===== config.mk =====
export PLATFORM = sky130hd
export DESIGN_NAME = onehot_dec_alloc_flat
export DESIGN_NICKNAME = d
export VERILOG_FILES = /design/src/rtl/onehot_dec_alloc_if.sv /design/src/rtl/onehot_dec_alloc.sv /design/src/flat_wrapper.sv
export SDC_FILE = /design/constraint.sdc
export NUM_CORES = 1
export LEC_CHECK = 0
export ABC_AREA = 1
export ABC_CLOCK_PERIOD_IN_PS = 4900
export CAP_MARGIN = 20
export CORE_UTILIZATION = 49
export DETAILED_ROUTE_END_ITERATION = 12
export PLACE_DENSITY = 0.84
export SLEW_MARGIN = 5
export SYNTH_ARGS = -nofsm -noshare
export SYNTH_HDL_FRONTEND = slang
export SYNTH_SLANG_ARGS = --single-unit

===== constraint.sdc =====
create_clock -name clk -period 4.9 [get_ports clk]
set_input_delay 0.98 -clock clk [delete_from_list [all_inputs] [get_ports clk]]
set_output_delay 0.98 -clock clk [all_outputs]
set_load 0.02 [all_outputs]

===== src/rtl/onehot_dec_alloc_if.sv =====
// Bundle of decode, allocate and free signals shared by onehot_dec_alloc and
// whatever sits in front of it.
//
// Handshake semantics: there is no ready/backpressure on any path. dec_en,
// alloc_req and free_vld are single-cycle request strobes sampled at the
// rising clock edge. For allocation, alloc_gnt acts as the same-cycle
// acceptance of alloc_req: a request is consumed only in a cycle where
// alloc_req && alloc_gnt, and the slot named by alloc_idx/alloc_onehot
// becomes busy at that edge. A request without grant is simply dropped; the
// requester re-asserts in a later cycle.
interface onehot_dec_alloc_if #(
    parameter int IDX_W = 5,
    parameter int NUM   = 32
);
    localparam int CNT_W = $clog2(NUM + 1);

    logic             dec_en;
    logic [IDX_W-1:0] dec_idx;
    logic             dec_vld;
    logic [NUM-1:0]   dec_onehot;
    logic             dec_err;

    logic             alloc_req;
    logic             alloc_gnt;
    logic [IDX_W-1:0] alloc_idx;
    logic [NUM-1:0]   alloc_onehot;

    logic             free_vld;
    logic [IDX_W-1:0] free_idx;
    logic             free_err;

    logic [NUM-1:0]   busy_mask;
    logic [CNT_W-1:0] busy_cnt;
    logic             full;
    logic             empty;

    // Requester side
    modport master (
        output dec_en, dec_idx, alloc_req, free_vld, free_idx,
        input  dec_vld, dec_onehot, dec_err, alloc_gnt, alloc_idx,
               alloc_onehot, free_err, busy_mask, busy_cnt, full, empty
    );

    // Decoder/allocator side
    modport slave (
        input  dec_en, dec_idx, alloc_req, free_vld, free_idx,
        output dec_vld, dec_onehot, dec_err, alloc_gnt, alloc_idx,
               alloc_onehot, free_err, busy_mask, busy_cnt, full, empty
    );
endinterface


===== src/rtl/onehot_dec_alloc.sv =====
// Registered index-to-one-hot decoder with range check, plus a lowest-free
// one-hot slot allocator that tracks a busy mask and its population count.
module onehot_dec_alloc #(
    parameter int IDX_W = 5,
    parameter int NUM   = 32
) (
    input  logic                clk,
    input  logic                rst,
    onehot_dec_alloc_if.slave   bus
);
    localparam int          CNT_W = $clog2(NUM + 1);
    localparam logic [31:0] NUM_U = 32'(NUM);

    logic             dec_vld_q, dec_vld_d;
    logic [NUM-1:0]   dec_onehot_q, dec_onehot_d;
    logic             dec_err_q, dec_err_d;
    logic             free_err_q, free_err_d;
    logic [NUM-1:0]   busy_q, busy_d;
    logic [CNT_W-1:0] busy_cnt_q, busy_cnt_d;

    logic             full, empty, alloc_gnt;
    logic             lowest_found;
    logic [NUM-1:0]   lowest_free_oh;
    logic [IDX_W-1:0] lowest_free_idx;
    logic [NUM-1:0]   free_oh;
    logic             legal_free;

    // Find the lowest clear bit of the registered busy mask
    always_comb begin
        lowest_found    = 1'b0;
        lowest_free_oh  = '0;
        lowest_free_idx = '0;
        for (int i = 0; i < NUM; i++) begin
            if (!lowest_found && !busy_q[i]) begin
                lowest_found      = 1'b1;
                lowest_free_oh[i] = 1'b1;
                lowest_free_idx   = IDX_W'(i);
            end
        end
    end

    assign full      = &busy_q;
    assign empty     = ~|busy_q;
    // Grant uses only the current mask, so a same-cycle free never bypasses
    assign alloc_gnt = bus.alloc_req & ~full;

    // Next-state for the decode path and the slot mask
    always_comb begin
        dec_vld_d    = bus.dec_en;
        dec_err_d    = bus.dec_en && (32'(bus.dec_idx) >= NUM_U);
        dec_onehot_d = '0;
        free_oh      = '0;
        for (int i = 0; i < NUM; i++) begin
            dec_onehot_d[i] = bus.dec_en && (32'(bus.dec_idx) == 32'(i));
            free_oh[i]      = bus.free_vld && (32'(bus.free_idx) == 32'(i));
        end
        // Out-of-range indices give an all-zero free_oh, so they are illegal too
        legal_free = |(busy_q & free_oh);
        free_err_d = bus.free_vld & ~legal_free;
        // Freed slot is busy now, so it can never equal the granted slot;
        // gating with legal_free keeps an illegal free from clearing a new grant
        busy_d     = (busy_q | (alloc_gnt ? lowest_free_oh : '0))
                     & ~(legal_free ? free_oh : '0);
        busy_cnt_d = busy_cnt_q + CNT_W'(alloc_gnt) - CNT_W'(legal_free);
    end

    // State registers; reset overrides any concurrent request
    always_ff @(posedge clk) begin
        if (rst) begin
            dec_vld_q    <= 1'b0;
            dec_onehot_q <= '0;
            dec_err_q    <= 1'b0;
            free_err_q   <= 1'b0;
            busy_q       <= '0;
            busy_cnt_q   <= '0;
        end else begin
            dec_vld_q    <= dec_vld_d;
            dec_onehot_q <= dec_onehot_d;
            dec_err_q    <= dec_err_d;
            free_err_q   <= free_err_d;
            busy_q       <= busy_d;
            busy_cnt_q   <= busy_cnt_d;
        end
    end

    assign bus.dec_vld      = dec_vld_q;
    assign bus.dec_onehot   = dec_onehot_q;
    assign bus.dec_err      = dec_err_q;
    assign bus.free_err     = free_err_q;
    assign bus.busy_mask    = busy_q;
    assign bus.busy_cnt     = busy_cnt_q;
    assign bus.full         = full;
    assign bus.empty        = empty;
    assign bus.alloc_gnt    = alloc_gnt;
    assign bus.alloc_idx    = alloc_gnt ? lowest_free_idx : '0;
    assign bus.alloc_onehot = alloc_gnt ? lowest_free_oh : '0;

    // The incrementally maintained count must track the mask exactly
    a_cnt_matches_mask: assert property (
        @(posedge clk) disable iff (rst) (32'(busy_cnt_q) == $countones(busy_q))
    );
endmodule


===== src/flat_wrapper.sv =====
// flat-port wrapper written by rule: the top's interface ports become plain ports
module onehot_dec_alloc_flat 
#(
    parameter int IDX_W = 5,
    parameter int NUM   = 32
)
  (clk, rst, bus_dec_en, bus_dec_idx, bus_alloc_req, bus_free_vld, bus_free_idx, bus_dec_vld, bus_dec_onehot, bus_dec_err, bus_alloc_gnt, bus_alloc_idx, bus_alloc_onehot, bus_free_err, bus_busy_mask, bus_busy_cnt, bus_full, bus_empty);
  onehot_dec_alloc_if #(.IDX_W(IDX_W), .NUM(NUM)) bus_i ();
  input  logic clk;
  input  logic rst;
  input wire logic [$bits(bus_i.dec_en)-1:0] bus_dec_en;
  input wire logic [$bits(bus_i.dec_idx)-1:0] bus_dec_idx;
  input wire logic [$bits(bus_i.alloc_req)-1:0] bus_alloc_req;
  input wire logic [$bits(bus_i.free_vld)-1:0] bus_free_vld;
  input wire logic [$bits(bus_i.free_idx)-1:0] bus_free_idx;
  output wire logic [$bits(bus_i.dec_vld)-1:0] bus_dec_vld;
  output wire logic [$bits(bus_i.dec_onehot)-1:0] bus_dec_onehot;
  output wire logic [$bits(bus_i.dec_err)-1:0] bus_dec_err;
  output wire logic [$bits(bus_i.alloc_gnt)-1:0] bus_alloc_gnt;
  output wire logic [$bits(bus_i.alloc_idx)-1:0] bus_alloc_idx;
  output wire logic [$bits(bus_i.alloc_onehot)-1:0] bus_alloc_onehot;
  output wire logic [$bits(bus_i.free_err)-1:0] bus_free_err;
  output wire logic [$bits(bus_i.busy_mask)-1:0] bus_busy_mask;
  output wire logic [$bits(bus_i.busy_cnt)-1:0] bus_busy_cnt;
  output wire logic [$bits(bus_i.full)-1:0] bus_full;
  output wire logic [$bits(bus_i.empty)-1:0] bus_empty;
  assign bus_i.dec_en = bus_dec_en;
  assign bus_i.dec_idx = bus_dec_idx;
  assign bus_i.alloc_req = bus_alloc_req;
  assign bus_i.free_vld = bus_free_vld;
  assign bus_i.free_idx = bus_free_idx;
  assign bus_dec_vld = bus_i.dec_vld;
  assign bus_dec_onehot = bus_i.dec_onehot;
  assign bus_dec_err = bus_i.dec_err;
  assign bus_alloc_gnt = bus_i.alloc_gnt;
  assign bus_alloc_idx = bus_i.alloc_idx;
  assign bus_alloc_onehot = bus_i.alloc_onehot;
  assign bus_free_err = bus_i.free_err;
  assign bus_busy_mask = bus_i.busy_mask;
  assign bus_busy_cnt = bus_i.busy_cnt;
  assign bus_full = bus_i.full;
  assign bus_empty = bus_i.empty;
  onehot_dec_alloc #(.IDX_W(IDX_W), .NUM(NUM)) u_core (.clk(clk), .rst(rst), .bus(bus_i));
endmodule

[Word-level counts from Yosys, hierarchy flattened]
Index checks and enable logic that the tools add are counted.
Word-level totals
  flip-flop bits (word level): 72
  latch bits: 0
  RAM bits: 0
  memory bits (read-only): 0
  bits of input ports: 15
  output and inout bits: 113
  word-level logic and storage cells: 335
  memories: 0
Operators by class
  add/subtract/negate cells: 2
  multipliers: 0
  divide/modulo/power cells: 0
  order comparisons: 0
  equal/unequal tests: 62
  shift-type cells: 0
  multiplexer cells: 96
  bitwise gates (word level): 8
  reductions and logical operators: 162
Operator list (number)
  $eq A5 B5 Y1 const B: 32
  $logic_and A1 B1 Y1: 95
  $mux W5: 17
  $eq A5 B4 Y1 const B: 16
  $and A32 B32 Y32: 2
  $mux W32: 2
  $reduce_or A32 Y1: 2
  $mux W1: 63
  $logic_not A1 Y1: 62
  $eq A5 B3 Y1 const B: 8
  $mux W4: 8
  $not A32 Y32: 1
  $or A32 B32 Y32: 1
  $reduce_and A32 Y1: 1
  $eq A5 B2 Y1 const B: 4
  $mux W3: 4
  $eq A5 B1 Y1 const B: 2
  $logic_not A5 Y1: 2
  $add A6 B1 Y6: 1
  $sub A6 B1 Y6: 1
  $mux W2: 2
  $and A1 B1 Y1: 2
  $not A1 Y1: 2

[Depth between registers and ports, before layout]
  word-level depth: 96
  depth in mapped cells: 24

[Least setup slack after synthesis]
Ideal clock, no wire load.
  path kind: input-to-reg
  from: in bus_free_vld
  to: reg u_core.busy_cnt_q[4] (netlist: u_core.bus.busy_cnt[4])
  setup time: 0.125 ns
  data arrival time: 3.306 ns
  required time: 4.775 ns
  setup slack: 1.469 ns
  cell stages on the path: 17
  buffers on the path: 1
  cell sequence: inv_1 > or2_2 > clkbuf_1 > nor3_1 > nor4_1 > nand3_1 > nor2_1 > nand4_1 > ha_1 > inv_1 > ha_1 > inv_1 > fa_1 > nor2_1 > a211oi_1 > o21ai_0 > a21oi_1
Between the ends
  word-level cells in the longest chain between the ends: 4
Ends and longest elaborated chain
  start: declaration: RTL line flat_wrapper.sv:14  | input wire logic [$bits(bus_i.free_vld)-1:0] bus_free_vld;
  $logic_and A1 B1 Y1: RTL line onehot_dec_alloc.sv:55  | free_oh[i] = bus.free_vld && (32'(bus.free_idx) == 32'(i));
  $and A32 B32 Y32 *: RTL line onehot_dec_alloc.sv:58  | legal_free = |(busy_q & free_oh);
  $reduce_or A32 Y1 *: RTL line onehot_dec_alloc.sv:58
  $sub A6 B1 Y6 *: RTL line onehot_dec_alloc.sv:64  | busy_cnt_d = busy_cnt_q + CNT_W'(alloc_gnt) - CNT_W'(legal_free);
  end signal: assignment: RTL line onehot_dec_alloc.sv:82  | busy_cnt_q <= busy_cnt_d;
  end: declaration: RTL line onehot_dec_alloc.sv:19  | logic [CNT_W-1:0] busy_cnt_q, busy_cnt_d;
Every way passes the cells marked *; elsewhere a longest branch is shown, timed or not.
A chain may end at the register's enable or synchronous reset.

[Worst setup path after layout]
  from: reg u_core.busy_q[16] (netlist: u_core.bus.busy_mask[16])
  to: out bus_alloc_idx[0]
Between the ends
  word-level cells in the longest chain between the ends: 49
Ends and longest elaborated chain
  start: declaration: RTL line onehot_dec_alloc.sv:18  | logic [NUM-1:0] busy_q, busy_d;
  start signal: assignment: RTL line onehot_dec_alloc.sv:81  | busy_q <= busy_d;
  $logic_not A1 Y1: RTL line onehot_dec_alloc.sv:34  | if (!lowest_found && !busy_q[i]) begin
  $logic_and A1 B1 Y1: RTL line onehot_dec_alloc.sv:34
  $mux W1: RTL line onehot_dec_alloc.sv:34
  $logic_not A1 Y1: RTL line onehot_dec_alloc.sv:34
  $logic_and A1 B1 Y1: RTL line onehot_dec_alloc.sv:34
  $mux W1: RTL line onehot_dec_alloc.sv:34
  $logic_not A1 Y1: RTL line onehot_dec_alloc.sv:34
  $logic_and A1 B1 Y1: RTL line onehot_dec_alloc.sv:34
  [... 33 more ...]
  $mux W1: RTL line onehot_dec_alloc.sv:34
  $logic_not A1 Y1: RTL line onehot_dec_alloc.sv:34
  $logic_and A1 B1 Y1: RTL line onehot_dec_alloc.sv:34
  $mux W1: RTL line onehot_dec_alloc.sv:34
  $logic_not A1 Y1: RTL line onehot_dec_alloc.sv:34
  $logic_and A1 B1 Y1: RTL line onehot_dec_alloc.sv:34
  $mux W5: RTL line onehot_dec_alloc.sv:34
  $mux W5 *: RTL line onehot_dec_alloc.sv:95  | assign bus.alloc_idx = alloc_gnt ? lowest_free_idx : '0;
  end: declaration: RTL line flat_wrapper.sv:20  | output wire logic [$bits(bus_i.alloc_idx)-1:0] bus_alloc_idx;
Marked as above.

==> impl_metrics.xml <==
<?xml version="1.0" encoding="UTF-8"?>
<metrics>
  <group name="detailed_routing">
    <metric name="wl_per_cell" unit="um">16.4</metric>
    <metric name="finalWirelength" unit="um">12400</metric>
    <metric name="detail_route.iter0.violations" unit="">462</metric>
    <metric name="route.detailed.vias_per_inst" unit="">5.60</metric>
    <metric name="dr.pass1.iters" unit="">6</metric>
    <metric name="route.antenna.remaining_nets" unit="">0</metric>
    <metric name="routed-via-count" unit="">4252</metric>
    <metric name="drcViolationCount" unit="">0</metric>
  </group>
  <group name="die">
    <metric name="dieArea" unit="mm2">0.00790</metric>
    <metric name="floorplan.core_area" unit="mm2">0.00729</metric>
    <metric name="initial_utilization" unit="">0.508</metric>
    <metric name="die_width" unit="um">88.9</metric>
    <metric name="fp-row-count" unit="">31</metric>
    <metric name="fp.dieH" unit="um">88.9</metric>
    <metric name="io-pin-count" unit="">128</metric>
  </group>
  <group name="timing">
    <metric name="final-setup-viol-count" unit="">0</metric>
    <metric name="finalHoldViolCount" unit="">0</metric>
    <metric name="fmax" unit="MHz">221</metric>
    <metric name="timing.hold.ws" unit="ps">568</metric>
    <metric name="max_slew_margin" unit="">0.425</metric>
    <metric name="fin_worst_skew" unit="ps">12.0</metric>
    <metric name="final.setup.tns" unit="ps">0</metric>
    <metric name="setup_repair_after_global_routing_missed_its_margin" unit="">false</metric>
    <metric name="finalCriticalPeriod" unit="ps">4510</metric>
    <metric name="timing.final.crit_share" unit="">0.921</metric>
    <metric name="timing_max_transition_violations_final" unit="">0</metric>
    <metric name="tightestPinTransition" unit="ps">862</metric>
  </group>
  <group name="yosys">
    <metric name="syn-instance-count" unit="">532</metric>
    <metric name="ys_async_sr_fraction" unit="">0</metric>
    <metric name="synth_enable_flop_cells" unit="">0</metric>
    <metric name="mappedNetlistNets" unit="">554</metric>
    <metric name="synth-seq-cells" unit="">72</metric>
    <metric name="yosysMostFrequentCell" unit="">sky130_fd_sc_hd__nor2_1</metric>
    <metric name="area_share_of_the_largest_cell_type_after_synthesis" unit="">0.389</metric>
    <metric name="netlist_top_cells_area" unit="">sky130_fd_sc_hd__dfxtp_1, sky130_fd_sc_hd__nor2_1, sky130_fd_sc_hd__inv_1, sky130_fd_sc_hd__nand2_1, sky130_fd_sc_hd__nor3_1</metric>
    <metric name="dominantRegCellSynth" unit="">sky130_fd_sc_hd__dfxtp_1</metric>
    <metric name="yosys_warnings" unit="">0</metric>
    <metric name="synth_commonest_cells" unit="">sky130_fd_sc_hd__nor2_1, sky130_fd_sc_hd__inv_1, sky130_fd_sc_hd__dfxtp_1, sky130_fd_sc_hd__nand2_1, sky130_fd_sc_hd__nor3_1</metric>
    <metric name="synth_top_area_cell" unit="">sky130_fd_sc_hd__dfxtp_1</metric>
    <metric name="synthesis.area" unit="mm2">0.00370</metric>
    <metric name="synth-seq-area-share" unit="">0.389</metric>
    <metric name="syn_avg_cell_area" unit="um2">6.96</metric>
    <metric name="netlist-cell-type-count" unit="">35</metric>
  </group>
  <group name="status">
    <metric name="outcome" unit="">finished clean</metric>
  </group>
  <group name="clock_tree">
    <metric name="ctsLongestPathBuffers" unit="">2</metric>
    <metric name="clock-sinks" unit="">72</metric>
    <metric name="hold_buffers" unit="">0</metric>
    <metric name="cts.repair_timing.setup_buffer_count" unit="">0</metric>
    <metric name="cts-buffers-inserted" unit="">9</metric>
    <metric name="cts.root.buffer_cell" unit="">sky130_fd_sc_hd__clkbuf_8</metric>
    <metric name="postCtsResizedCells" unit="">0</metric>
    <metric name="tritoncts" unit="">done</metric>
    <metric name="cts_h_tree_depth" unit="">3</metric>
    <metric name="skew_pair_late_insertion_delay" unit="ps">360</metric>
    <metric name="clkSlewWorstSetupHoldPaths" unit="ps">90</metric>
  </group>
  <group name="flow_run">
    <metric name="max_cap_viol_count" unit="">0</metric>
  </group>
  <group name="cells_and_area">
    <metric name="multi_input_area" unit="mm2">0.00188</metric>
    <metric name="instances_no_fill" unit="">759</metric>
    <metric name="diodes" unit="">0</metric>
    <metric name="area.growth.synth_to_final" unit="%">41.2</metric>
    <metric name="finalNetCount" unit="">677</metric>
    <metric name="final.fill_count" unit="">630</metric>
    <metric name="post_route_cells_drive_above_1_share" unit="">0.0697</metric>
    <metric name="layout.area.seq" unit="mm2">0.00144</metric>
    <metric name="finalInstanceArea" unit="mm2">0.00523</metric>
  </group>
  <group name="worst_setup_path">
    <metric name="critical_path_peak_fanout" unit="">35</metric>
    <metric name="critical_path.startpoint_type" unit="">flip-flop</metric>
    <metric name="setup.worst_path.class" unit="">flip-flop to output pin</metric>
    <metric name="arrival_time_worst_endpoint" unit="ps">3530</metric>
    <metric name="worstSetupEndpointType" unit="">output pin</metric>
    <metric name="cp_data_required_time" unit="ps">3920</metric>
  </group>
  <group name="global_route">
    <metric name="grt_first_pass_wirelength" unit="um">19300</metric>
    <metric name="track_usage" unit="">0.323</metric>
    <metric name="grt_antenna_before_repair" unit="">0</metric>
    <metric name="most_utilized_layer_in_the_global_route_result" unit="">met2</metric>
    <metric name="gr-usage-met1" unit="">0.398</metric>
    <metric name="grt_pass1_vias" unit="">3923</metric>
    <metric name="overflow" unit="">0</metric>
    <metric name="global_route.usage.met3" unit="">0.101</metric>
    <metric name="met2_routing_resource_usage_after_global_routing" unit="">0.529</metric>
    <metric name="grt_max_degree" unit="">36</metric>
  </group>
  <group name="pwr">
    <metric name="cellLeakagePower" unit="nW">2.17</metric>
    <metric name="p_per_area" unit="mW/mm2">255</metric>
    <metric name="power.ir.vdd_worst" unit="mV">0.269</metric>
  </group>
  <group name="placed_design">
    <metric name="dpl_cell_area" unit="mm2">0.00501</metric>
    <metric name="dp_wirelength" unit="um">9460</metric>
    <metric name="placed_cells" unit="">743</metric>
    <metric name="routability_congestion" unit="">0.988</metric>
    <metric name="portBuffers" unit="">126</metric>
  </group>
  <group name="worst_hold_path">
    <metric name="holdCritPathClass" unit="">flip-flop to flip-flop</metric>
  </group>
</metrics>
layout by cell type, fill, tap and decap left out, drive strengths merged:
cell             n
and3             2
bufinv           1
clkbuf           9
nor3            41
nor4            22
fa               1
or2              1
nand3b           1
conb             1
o21ai           34
ha               6
nor3b            1
nor2           127
a21oi            7
a31oi            1
a211oi           3
nand4           18
xor2             1
clkdlybuf4s50  126
o211ai           8
inv             86
clkinvlp         2
dfxtp           72
clkinv           1
nand3           24
nand2           64
final cells by class:
| class | instances | area share |
|---|---|---|
| multi-input combinational | 363 | 0.359 |
| sequential | 72 | 0.276 |
| timing repair buffer | 126 | 0.241 |
| inverter | 83 | 0.0596 |
| clock buffer | 9 | 0.0237 |
| tap | 99 | 0.0237 |
| clock inverter | 7 | 0.0168 |
final timing paths:
kind / start / end / slack, ps / depth (start not counted)
max: u_core.bus.busy_mask[16] / bus_alloc_idx[0] / 390 / 12
min: u_core.bus.busy_mask[15] / u_core.bus.busy_mask[15] / 570 / 2
max reg2reg: u_core.bus.busy_mask[16] / u_core.bus.busy_cnt[5] / 1230 / 20
min reg2reg: u_core.bus.busy_mask[15] / u_core.bus.busy_mask[15] / 570 / 2
worst max-delay path, stage by stage, from the launching register on:
cell,delay [ps]
sky130_fd_sc_hd__dfxtp_1,450
sky130_fd_sc_hd__nand2_1,130
sky130_fd_sc_hd__nor2_1,140
sky130_fd_sc_hd__nand2_1,210
sky130_fd_sc_hd__nor3_1,270
sky130_fd_sc_hd__nand4_1,170
sky130_fd_sc_hd__nand2_2,630
sky130_fd_sc_hd__inv_1,340
sky130_fd_sc_hd__nand2_1,150
sky130_fd_sc_hd__inv_1,50
sky130_fd_sc_hd__nand2_1,50
sky130_fd_sc_hd__nand2_1,50
sky130_fd_sc_hd__clkdlybuf4s50_1,530
metal layers:
layer / vias to the layer above / routed length (um)
li1: 1990 / -
met1: 1932 / 4910
met2: 281 / 5800
met3: 49 / 1310
met4: 0 / 403
met5: - / 0
per-stage QoR:
| step | worst slack, ps | util | total power, mW |
|---|---|---|---|
| floorplan | 1470 | - | 0.759 |
| global placement | 708 | 0.688 | 0.833 |
| detailed placement | 614 | 0.688 | 0.839 |
| CTS | 464 | 0.717 | 1.34 |
| global route | 217 | 0.717 | 1.39 |
| finish | 385 | 0.717 | 1.33 |
logic make-up after synthesis:
| family | share of synthesized area |
|---|---|
| and+or+nand+nor | 0.398 |
| buffers and inverters | 0.104 |
| DFF | 0.389 |
| AOI/OAI and AO/OA | 0.0794 |
| adders and majority gates | 0.0257 |
| xor gates and xnor gates | 0.00237 |
| other | 0.00101 |
flip-flops by register name, summed over array words and instances (netlist names):
| name | cells |
|---|---|
| u_core.bus.busy_mask | 32 |
| u_core.bus.dec_onehot | 32 |
| u_core.bus.busy_cnt | 6 |
| u_core.bus.dec_vld | 1 |
| u_core.bus.free_err | 1 |
power breakdown:
part           switching, mW  internal (mW)
clock                  0.260          0.245
sequential            0.0146          0.602
combinational          0.128         0.0841
total                  0.403          0.931
No activity file was read; power rests on OpenSTA's default activity.
